--- src/rtl/sprite_pixel_fetch.sv ---
// Sprite/map pixel fetch: per-pixel map and character RAM addressing,
// 1-cycle RAM latency absorption, sprite transparency compositing.
module sprite_pixel_fetch #(
  parameter int unsigned MAP_W    = 320,
  parameter int unsigned SPR_W    = 16,
  parameter int unsigned ANIM_DIV = 8,
  parameter logic [7:0]  TRANSP   = 8'h00
) (
  input  logic        Clk,
  input  logic        Reset,
  input  logic        pixel_valid,
  input  logic [9:0]  DrawX,
  input  logic [9:0]  DrawY,
  input  logic        frame_start,
  input  logic [9:0]  char_x,
  input  logic [9:0]  char_y,
  input  logic [1:0]  char_dir,
  input  logic        char_moving,
  output logic [18:0] map_read_address,
  input  logic [7:0]  map_data,
  output logic [12:0] char_read_address,
  input  logic [7:0]  char_data,
  output logic [7:0]  pixel_index,
  output logic        pixel_out_valid
);

  localparam int unsigned CNT_W = (ANIM_DIV > 1) ? $clog2(ANIM_DIV) : 1;

  // Per-frame latched sprite state
  logic [9:0]       char_x_l;
  logic [9:0]       char_y_l;
  logic [1:0]       char_dir_l;
  logic [CNT_W-1:0] anim_cnt;
  logic [1:0]       anim_step;

  // Stage A / B pipeline flags
  logic a_valid, a_on, a_hit;
  logic b_valid, b_on, b_hit;

  // Address-stage combinational values
  logic        on_scr;
  logic [10:0] dx, dy;
  logic        hit;
  logic [3:0]  frame_c;
  logic [18:0] map_addr_c;
  logic [12:0] char_addr_c;
  logic [7:0]  pix_c;

  // Sample sprite position/facing once per frame and advance the walk cycle
  always_ff @(posedge Clk or posedge Reset) begin
    if (Reset) begin
      char_x_l   <= '0;
      char_y_l   <= '0;
      char_dir_l <= '0;
      anim_cnt   <= '0;
      anim_step  <= '0;
    end else if (frame_start) begin
      char_x_l   <= char_x;
      char_y_l   <= char_y;
      char_dir_l <= char_dir;
      if (char_moving) begin
        if (anim_cnt == CNT_W'(ANIM_DIV - 1)) begin
          anim_cnt  <= '0;
          anim_step <= (anim_step == 2'd2) ? 2'd0 : anim_step + 2'd1;
        end else begin
          anim_cnt <= anim_cnt + 1'b1;
        end
      end else begin
        anim_cnt  <= '0;
        anim_step <= '0;
      end
    end
  end

  // Screen bounds, sprite hit test and RAM address generation
  always_comb begin
    on_scr  = (DrawX < 10'd640) && (DrawY < 10'd480);
    dx      = {1'b0, DrawX} - {1'b0, char_x_l};
    dy      = {1'b0, DrawY} - {1'b0, char_y_l};
    // Explicit >= checks rule out wraparound: an underflowed dx/dy never hits
    hit     = on_scr && (DrawX >= char_x_l) && (DrawY >= char_y_l) &&
              (dx < 11'(2 * SPR_W)) && (dy < 11'(2 * SPR_W));
    frame_c = {2'b00, char_dir_l} * 4'd3 + {2'b00, anim_step};
    map_addr_c = '0;
    if (on_scr)
      map_addr_c = 19'(32'(DrawY[9:1]) * MAP_W + 32'(DrawX[9:1]));
    char_addr_c = '0;
    if (hit)
      char_addr_c = 13'(32'(frame_c) * SPR_W * SPR_W +
                        32'(dy[10:1]) * SPR_W + 32'(dx[10:1]));
  end

  // Stage A: register RAM addresses and per-pixel flags
  always_ff @(posedge Clk or posedge Reset) begin
    if (Reset) begin
      map_read_address  <= '0;
      char_read_address <= '0;
      a_valid           <= 1'b0;
      a_on              <= 1'b0;
      a_hit             <= 1'b0;
    end else begin
      map_read_address  <= map_addr_c;
      char_read_address <= char_addr_c;
      a_valid           <= pixel_valid;
      a_on              <= on_scr;
      a_hit             <= hit;
    end
  end

  // Stage B: carry flags alongside the RAM read latency
  always_ff @(posedge Clk or posedge Reset) begin
    if (Reset) begin
      b_valid <= 1'b0;
      b_on    <= 1'b0;
      b_hit   <= 1'b0;
    end else begin
      b_valid <= a_valid;
      b_on    <= a_on;
      b_hit   <= a_hit;
    end
  end

  // Composite: opaque sprite pixel over map, black off-screen
  always_comb begin
    pix_c = map_data;
    if (!b_on)
      pix_c = '0;
    else if (b_hit && (char_data != TRANSP))
      pix_c = char_data;
  end

  // Output stage
  always_ff @(posedge Clk or posedge Reset) begin
    if (Reset) begin
      pixel_index     <= '0;
      pixel_out_valid <= 1'b0;
    end else begin
      pixel_index     <= b_valid ? pix_c : '0;
      pixel_out_valid <= b_valid;
    end
  end

endmodule

--- config.mk ---
export PLATFORM = sky130hd
export DESIGN_NAME = sprite_pixel_fetch
export DESIGN_NICKNAME = d
export VERILOG_FILES = /design/src/rtl/sprite_pixel_fetch.sv
export SDC_FILE = /design/constraint.sdc
export NUM_CORES = 1
export LEC_CHECK = 0
export BUFFER_PORTS_ARGS = -buffer_cell sky130_fd_sc_hd__buf_2
export CAP_MARGIN = 20
export CELL_PAD_IN_SITES_DETAIL_PLACEMENT = 1
export CELL_PAD_IN_SITES_GLOBAL_PLACEMENT = 1
export CORE_ASPECT_RATIO = 1.2
export CORE_MARGIN = 5
export CORE_UTILIZATION = 45
export DETAILED_ROUTE_END_ITERATION = 16
export PLACE_DENSITY = 0.91
export SLEW_MARGIN = 5
export SYNTH_ARGS = -nofsm -noshare
export SYNTH_HDL_FRONTEND = slang
export SYNTH_SLANG_ARGS = --single-unit
--- constraint.sdc ---
create_clock -name Clk -period 8 [get_ports Clk]
set_input_delay 0.4 -clock Clk [delete_from_list [all_inputs] [get_ports Clk]]
set_output_delay 0.4 -clock Clk [all_outputs]
set_load 0.02 [all_outputs]
# == Word-level counts from Yosys, hierarchy flattened ==
# Cells that the tools add are included.
# totals
reg_bits,74
latch_bits,0
mem_bits_rw,0
rom_bits,0
input_bits,63
output_inout_bits,41
wordCells,52
memories,0
# op_classes
n_addsub,8
mul,2
div_mod_pow,0
order_cmp,6
eq_ne,3
shifts,0
mux,10
bitwise_logic,0
n_reduce_logical,8
# ops
operator,n
$mux W8,3
$lt A11 B6 Y1 const B,2
$sub A10 B10 Y11,2
$ge A10 B10 Y1,2
$add A18 B9 Y19,1
$mux W19,1
$add A12 B13 Y13,1
$add A13 B10 Y13,1
$mux W13,1
$mul A9 B3 Y12 const B,1
$lt A10 B10 Y1 const B,1
$lt A10 B9 Y1 const B,1
$reduce_bool A8 Y1,1
$logic_and A1 B1 Y1,6
$mux W2,3
$mux W3,2
$add A4 B2 Y4,1
$mul A2 B2 Y4 const B,1
$add A3 B1 Y3 const B,1
$eq A3 B3 Y1 const B,1
$add A2 B1 Y2 const B,1
$eq A2 B2 Y1 const B,1
$ne A2 B1 Y1 const B,1
$reduce_and A2 Y1,1

# == Depth between registers and ports, before layout ==
# Gate-level depths: netlist (run 1).
# logic_depth
depth_word,7
mapped_depth,18

# == Least setup slack after synthesis (run 1) ==
# Ideal clock, no wire load.
# synth_timing
kind,input to register
startpoint,input DrawX[0]
endpoint,register char_read_address[12]
setup_time_ns,0.120
arrival_time_ns,3.501
t_required_ns,7.880
setup_slack_ns,4.380
stages,17
path_cell_list,inv_1 -> ha_1 -> inv_1 -> fa_1 -> a211oi_2 -> nor3_1 -> a2111oi_4 -> o21bai_1 -> a21o_1 -> fa_1 -> inv_1 -> ha_1 -> o21ai_0 -> o21ai_0 -> a21oi_1 -> xor2_1 -> nor3_1
# synth_between
elab_chain_cells,7
word_cells_on_any_way,11
cone_classes,add/sub (2); order compare (3); mux (1); reduce/logical (5)
# synth_rtl
element,line_no,rtl
"start, declared",12,"input logic [9:0] DrawX,"
branches (longest 6 deep; another with $sub A10 B10 Y11),--,
$mux W13 (*),88,if (hit)
via char_addr_c[12],46,logic [12:0] char_addr_c;
"end signal, assigned",103,char_read_address <= char_addr_c;
"end, declared",21,"output logic [12:0] char_read_address,"
# Mark *: on every way through the listed nets, which the timed path passes.
# A chain may end at the register's enable or synchronous reset.

# == Worst setup path in the final report (run 1) ==
# layout_timing
startpoint,register char_x_l[0]
endpoint,register char_read_address[12]
# layout_between
elab_chain_cells,6
word_cells_on_any_way,9
cone_classes,add/sub (2); order compare (2); mux (1); reduce/logical (4)
# layout_rtl
element,line_no,rtl
"start, declared",30,logic [9:0] char_x_l;
"start signal, assigned",58,char_x_l <= char_x;
branches (longest 5 deep; another with $sub A10 B10 Y11),--,
$mux W13 (*),88,
via char_addr_c[12],46,
# Marked as above.

==> impl_metrics.ini, run 1 <==
[clock_network]
cts_tree = done
cts_sinks = 74
cts_resized = 0
cts_max_path_buffers = 2
cts-hold-fix-buffers = 0
cts_inserted_buffers = 9
cts_root_buf = clkbuf_16
postCtsSetupBuffers = 0
htreeDepth = 3
clk_pin_slew_worst_paths_ps = 50
clock_latency_ps = 340

[drt]
drtAntennaViolNets = 0
drt_iter0_markers = 155
routed_via_density = 5.47
wirelength_mm = 12.9
drcViolationCount = 0
vias = 4051
wl_per_cell_um = 17.4
drt_pass1_iterations = 4

[sta]
hold_ws_ps = 174
finClkSkew_ps = 10.2
setup_viol = 0
finalMaxSlewViolations = 0
fin_crit_sh = 0.495
setup_slack_ps = 4040
max_freq_mhz = 253
worst_pin_slew_ps = 944
layout_min_cycle_time_ps = 3960
relSlewSlack = 0.371
rsz0062_at_grt = false
tns_ps = 0
hold_viol = 0

[cells_and_area]
nets = 733
syn_to_final_growth_pct = 19.5
layout_commonest_cell = buf_2
mostFrequentLayoutCells = buf_2 (103), dfrtp_1 (74), ha_1 (54), inv_1 (53), nand2_1 (50)
antenna_cells = 0
post-route-util = 0.549
multiInputGateArea_um2 = 2680
drive_above_1_share = 0.217
fill_cells = 1253
seq_area_um2 = 1850

[setup_path]
path_class = reg -> reg
crit_fanout = 3
cp.arrival_ps = 4150
cp.required_ps = 8190
crit_buf_inv = 2
path_cells = ha_1, inv_1, fa_1, a211oi_2, nor3_1, a2111oi_4, o21bai_1, a21o_1, fa_1, inv_1, ha_1, o21ai_0, o21ai_0, a21oi_1, xor2_1, nor3_1
endpoint_kind = flop
critPathLaunchType = flop
crit_family = compound AO/OA/AOI/OAI gates
cp_slowest_cell = fa_1
slowest_delay_ps = 530

[power_and_ir_drop]
p_leak_nw = 2.96
ir_drop_uv = 99.8
power.density_nw_per_um2 = 230
power.total_w = 0.00132

[hold_path]
holdCritPathClass = in -> reg

[floorplanning]
placementRows = 41
io_pins = 104
die_width_um = 104
die_y_um = 123
die_area_um2 = 12800
start_util = 0.459
core_area_um2 = 10500

[flow_run]
maxCapViolCount = 0

[grt]
track_usage = 0.209
overflow = 0
grt_pass1_vias = 4540
grt_pass1_wl_mm = 21.8
antenna_found_initial = 0
grt_start_max_net_pins = 75

[place]
io_buffers = 103
place_hpwl_mm = 10.3
globalplace.congestion = 0.902
place_worst_setup_slack_ps = 3810

[yosys]
synth_fp_nets = 630
synth-edff-count = 0
ys_types = 60
syn-instance-count = 504
syn_area_um2 = 4800
syn_area_per_cell_um2 = 9.53
synth-seq-area-share = 0.386
synth_ff_type = dfrtp_1
async_reset_ff_frac = 1.00
ys_ff_latch = 74
yosys_warnings = 0

[outcome]
status = finished, final reports clean
-- worst paths after layout --
check / from / end / slack [ps] / depth (start not counted)
hold reg to reg: a_valid / b_valid / 350 / 0
setup / recovery: char_x_l[0] / char_read_address[12] / 4040 / 16
min in group asynchronous: Reset / map_read_address[12] / 340 / 3
hold / removal: pixel_valid / a_valid / 170 / 1
setup reg to reg: char_x_l[0] / char_read_address[12] / 4040 / 16
max in group asynchronous: Reset / char_dir_l[1] / 7030 / 3
-- flip-flops by register name (all words and copies together) (netlist names) --
name,flops
a_valid,1
b_on,1
pixel_out_valid,1
anim_cnt,3
map_read_address,19
a_on,1
char_x_l,10
b_valid,1
char_read_address,13
char_dir_l,2
a_hit,1
b_hit,1
char_y_l,10
anim_step,2
pixel_index,8
-- power breakdown --
part / switching [W] / internal [W]
logic: 0.000282 / 0.000197
clock network: 0.000147 / 0.000282
registers: 0.0000115 / 0.000399
-- routing by layer --
metal	wire length, um	global-route usage	share of wire	up-vias
li1	-	-	-	1961
met1	5030	0.236	0.39	1984
met2	7100	0.396	0.55	78
met3	416	0.0313	0.032	28
met4	386	0.0818	0.030	0
met5	0	0	0	-
-- synthesized netlist by cell type, types with 4 or more instances --
cell | n | share of area
a211oi_1 | 4 | 0.0063
a21o_1 | 11 | 0.017
a21oi_1 | 30 | 0.031
and3_1 | 9 | 0.012
clkbuf_1 | 9 | 0.0070
dfrtp_1 | 74 | 0.39
fa_1 | 9 | 0.038
ha_1 | 54 | 0.14
inv_1 | 54 | 0.042
mux2_2 | 4 | 0.0094
mux2i_1 | 4 | 0.0083
nand2_1 | 50 | 0.039
nand2b_1 | 9 | 0.012
nand3_1 | 8 | 0.0083
nor2_1 | 22 | 0.017
nor2b_1 | 9 | 0.012
nor3_1 | 11 | 0.011
nor3b_1 | 4 | 0.0063
nor4_1 | 4 | 0.0052
nor4b_1 | 5 | 0.0091
o21a_1 | 4 | 0.0063
o21ai_0 | 45 | 0.047
xnor2_1 | 11 | 0.020
xor2_1 | 6 | 0.011
-- metrics by stage --
step / std cells / cell area, um^2
6_report: 741 / 5740
2_1_floorplan: 504 / 4800
3_5_place_dp: 725 / 5430
3_3_place_gp: 725 / 5430
5_1_grt: 741 / 5740
4_1_cts: 741 / 5740
-- logic make-up (layout without fill, tap and decap cells) --
logic type	count (synthesis)	in the layout	share of synthesized area
mux	8	8	0.0177
fa+ha+maj	63	63	0.178
other cells	1	1	0.000781
flops	74	74	0.386
simple gates	149	149	0.163
xor+xnor	17	17	0.0310
compound gates	125	125	0.168
buf+inv	67	175	0.0557
-- cell type report --
type,instances,share of cell area
Clock buffer,14,0.0442
Clock inverter,2,0.0105
Inverter,55,0.0360
Multi-Input combinational cell,363,0.468
Sequential cell,74,0.323
Tap cell,129,0.0281
Timing Repair Buffer,104,0.0911
No activity file was read; power rests on OpenSTA's default activity.
==> run 2, diff against run 1 <==
CORE_UTILIZATION = 42   (was 45)
PLACE_DENSITY = 0.86   (was 0.91)
clock period = 4.08 ns   (was 8 ns; I/O delays follow)
==> impl_metrics.ini, run 2 (synthesized netlist as in run 1, its figures left out) <==
[grt]
grt_pass1_vias = 4578
met2_usage = 0.393
top_usage_layer = met2
track_usage = 0.207
grt_pass1_wl_mm = 22.3
grt_start_max_net_pins = 51
met1_usage = 0.223
use_met3 = 0.0414
antenna_found_initial = 0
overflow = 0

[power_and_ir_drop]
power.density_nw_per_um2 = 459
p_leak_nw = 3.00
ir_drop_uv = 203

[drt]
drcViolationCount = 0
drt_pass1_iterations = 4
routed_via_density = 5.38
wirelength_mm = 13.7
vias = 4145
wl_per_cell_um = 17.8
drt_iter0_markers = 174
drtAntennaViolNets = 0

[hold_path]
holdCritPathClass = in -> async

[setup_path]
rrSetupSlack_ps = 240
critPathLaunch = char_x_l[6]
critPathLaunchType = flop
cp.required_ps = 4330
r2r_start = char_x_l[6]
endpoint_kind = flop
cp.arrival_ps = 4090
cp-endpoint = char_read_address[12]
r2r_cells = 16
path_class = reg -> reg
crit_fanout = 10
reg2reg_to = char_read_address[12]

[clock_network]
cts_root_buf = clkbuf_16
cts_sinks = 74
htreeDepth = 3
cts_max_path_buffers = 2
cts_inserted_buffers = 9
clock_latency_ps = 340
cts_tree = done
clk_pin_slew_worst_paths_ps = 70
postCtsSetupBuffers = 0

[sta]
finalMaxSlewViolations = 0
fin_crit_sh = 0.940
setup_viol = 0
max_freq_mhz = 261
hold_viol = 25
worst_pin_slew_ps = 776
finClkSkew_ps = 10.3
relSlewSlack = 0.482
hold_ws_ps = -23.2
setup_slack_ps = 245
layout_min_cycle_time_ps = 3840

[place]
globalplace.congestion = 0.856
io_buffers = 103
placed_area_um2 = 5480
dpl.cell_count = 753
place_hpwl_mm = 10.5
place_worst_setup_slack_ps = 74.5

[cells_and_area]
seq_area_um2 = 1850
largestRegisters = map_read_address: 19 flops, char_read_address: 13 flops
fin_cells = 770
largest_register = map_read_address
post-route-util = 0.527
largest_reg_flops = 19
fill_cells = 1337
multiInputGateArea_um2 = 2720
syn_to_final_growth_pct = 22.1
drive_above_1_share = 0.234
mostFrequentLayoutCells = buf_2 (103), dfrtp_1 (74), ha_1 (54), inv_1 (53), nand2_1 (50)
layout_commonest_cell = buf_2
nets = 737
antenna_cells = 0
fin_area_um2 = 5870

[outcome]
status = finished, violations left
violations = hold timing

[floorplanning]
io_pins = 104
die_area_um2 = 13700
core_area_um2 = 11100
placementRows = 42
start_util = 0.431
die_width_um = 108
die_y_um = 127

[flow_run]
maxCapViolCount = 0
-- run 2: worst min-delay path by stage --
stage,from,end,slack (ps),cells past startpoint
6_report,Reset,map_read_address[15],-20,2
5_1_grt,Reset,char_dir_l[0],50,2
4_1_cts,Reset,a_valid,20,2
3_5_place_dp,pixel_valid,a_valid,320,1
3_3_place_gp,pixel_valid,a_valid,310,1
2_1_floorplan,pixel_valid,a_valid,240,0
-- run 2: worst max-delay path: stages, from the launching register on --
cell and delay [ps]:
dfrtp_1 330, inv_1 50, ha_1 490, nand2_1 180
a21oi_1 220, o2bb2ai_1 120, a311oi_2 390, inv_1 130
fa_1 560, inv_1 50, ha_1 300, o21ai_0 130
o21a_1 220, o21ai_0 190, a21oi_1 110, xor2_1 150
nor3_1 130
-- run 2: area by class of cell --
type,instances,area share
clock buffer,13,0.0461
clock inverter,3,0.0117
inverter,55,0.0352
multi-input combinational,363,0.464
sequential,74,0.316
tap,154,0.0328
timing repair buffer,108,0.0947
-- run 2: timing repair --
action	in CTS	in global routing
gates resized for setup	0	9
hold buffers	1	0
endpoints found under the hold margin	1	0
endpoints found under the setup margin	0	3
-- run 2: layer usage --
layer  share of wire  vias up  wire [um]
met5               0        -          0
met4           0.026        0        352
met3           0.033       26        453
met2            0.55       86       7560
met1            0.39     2056       5370
li1                -     1977          -
-- run 2: through the flow --
stage,setup TNS (ps),total power (W)
global placement,0,0.00170
floorplan,0,0.00149
CTS,0,0.00270
finish,0,0.00269
global route,-12.2,0.00287
detailed placement,0,0.00177
-- run 2: power by group --
group          internal [W]  leakage [nW]  total (W)  switching (W)
clock              0.000588         0.166   0.000904       0.000315
combinational      0.000401          1.87   0.000989       0.000588
sequential         0.000782         0.964   0.000802      0.0000206
total               0.00177          3.00    0.00269       0.000924
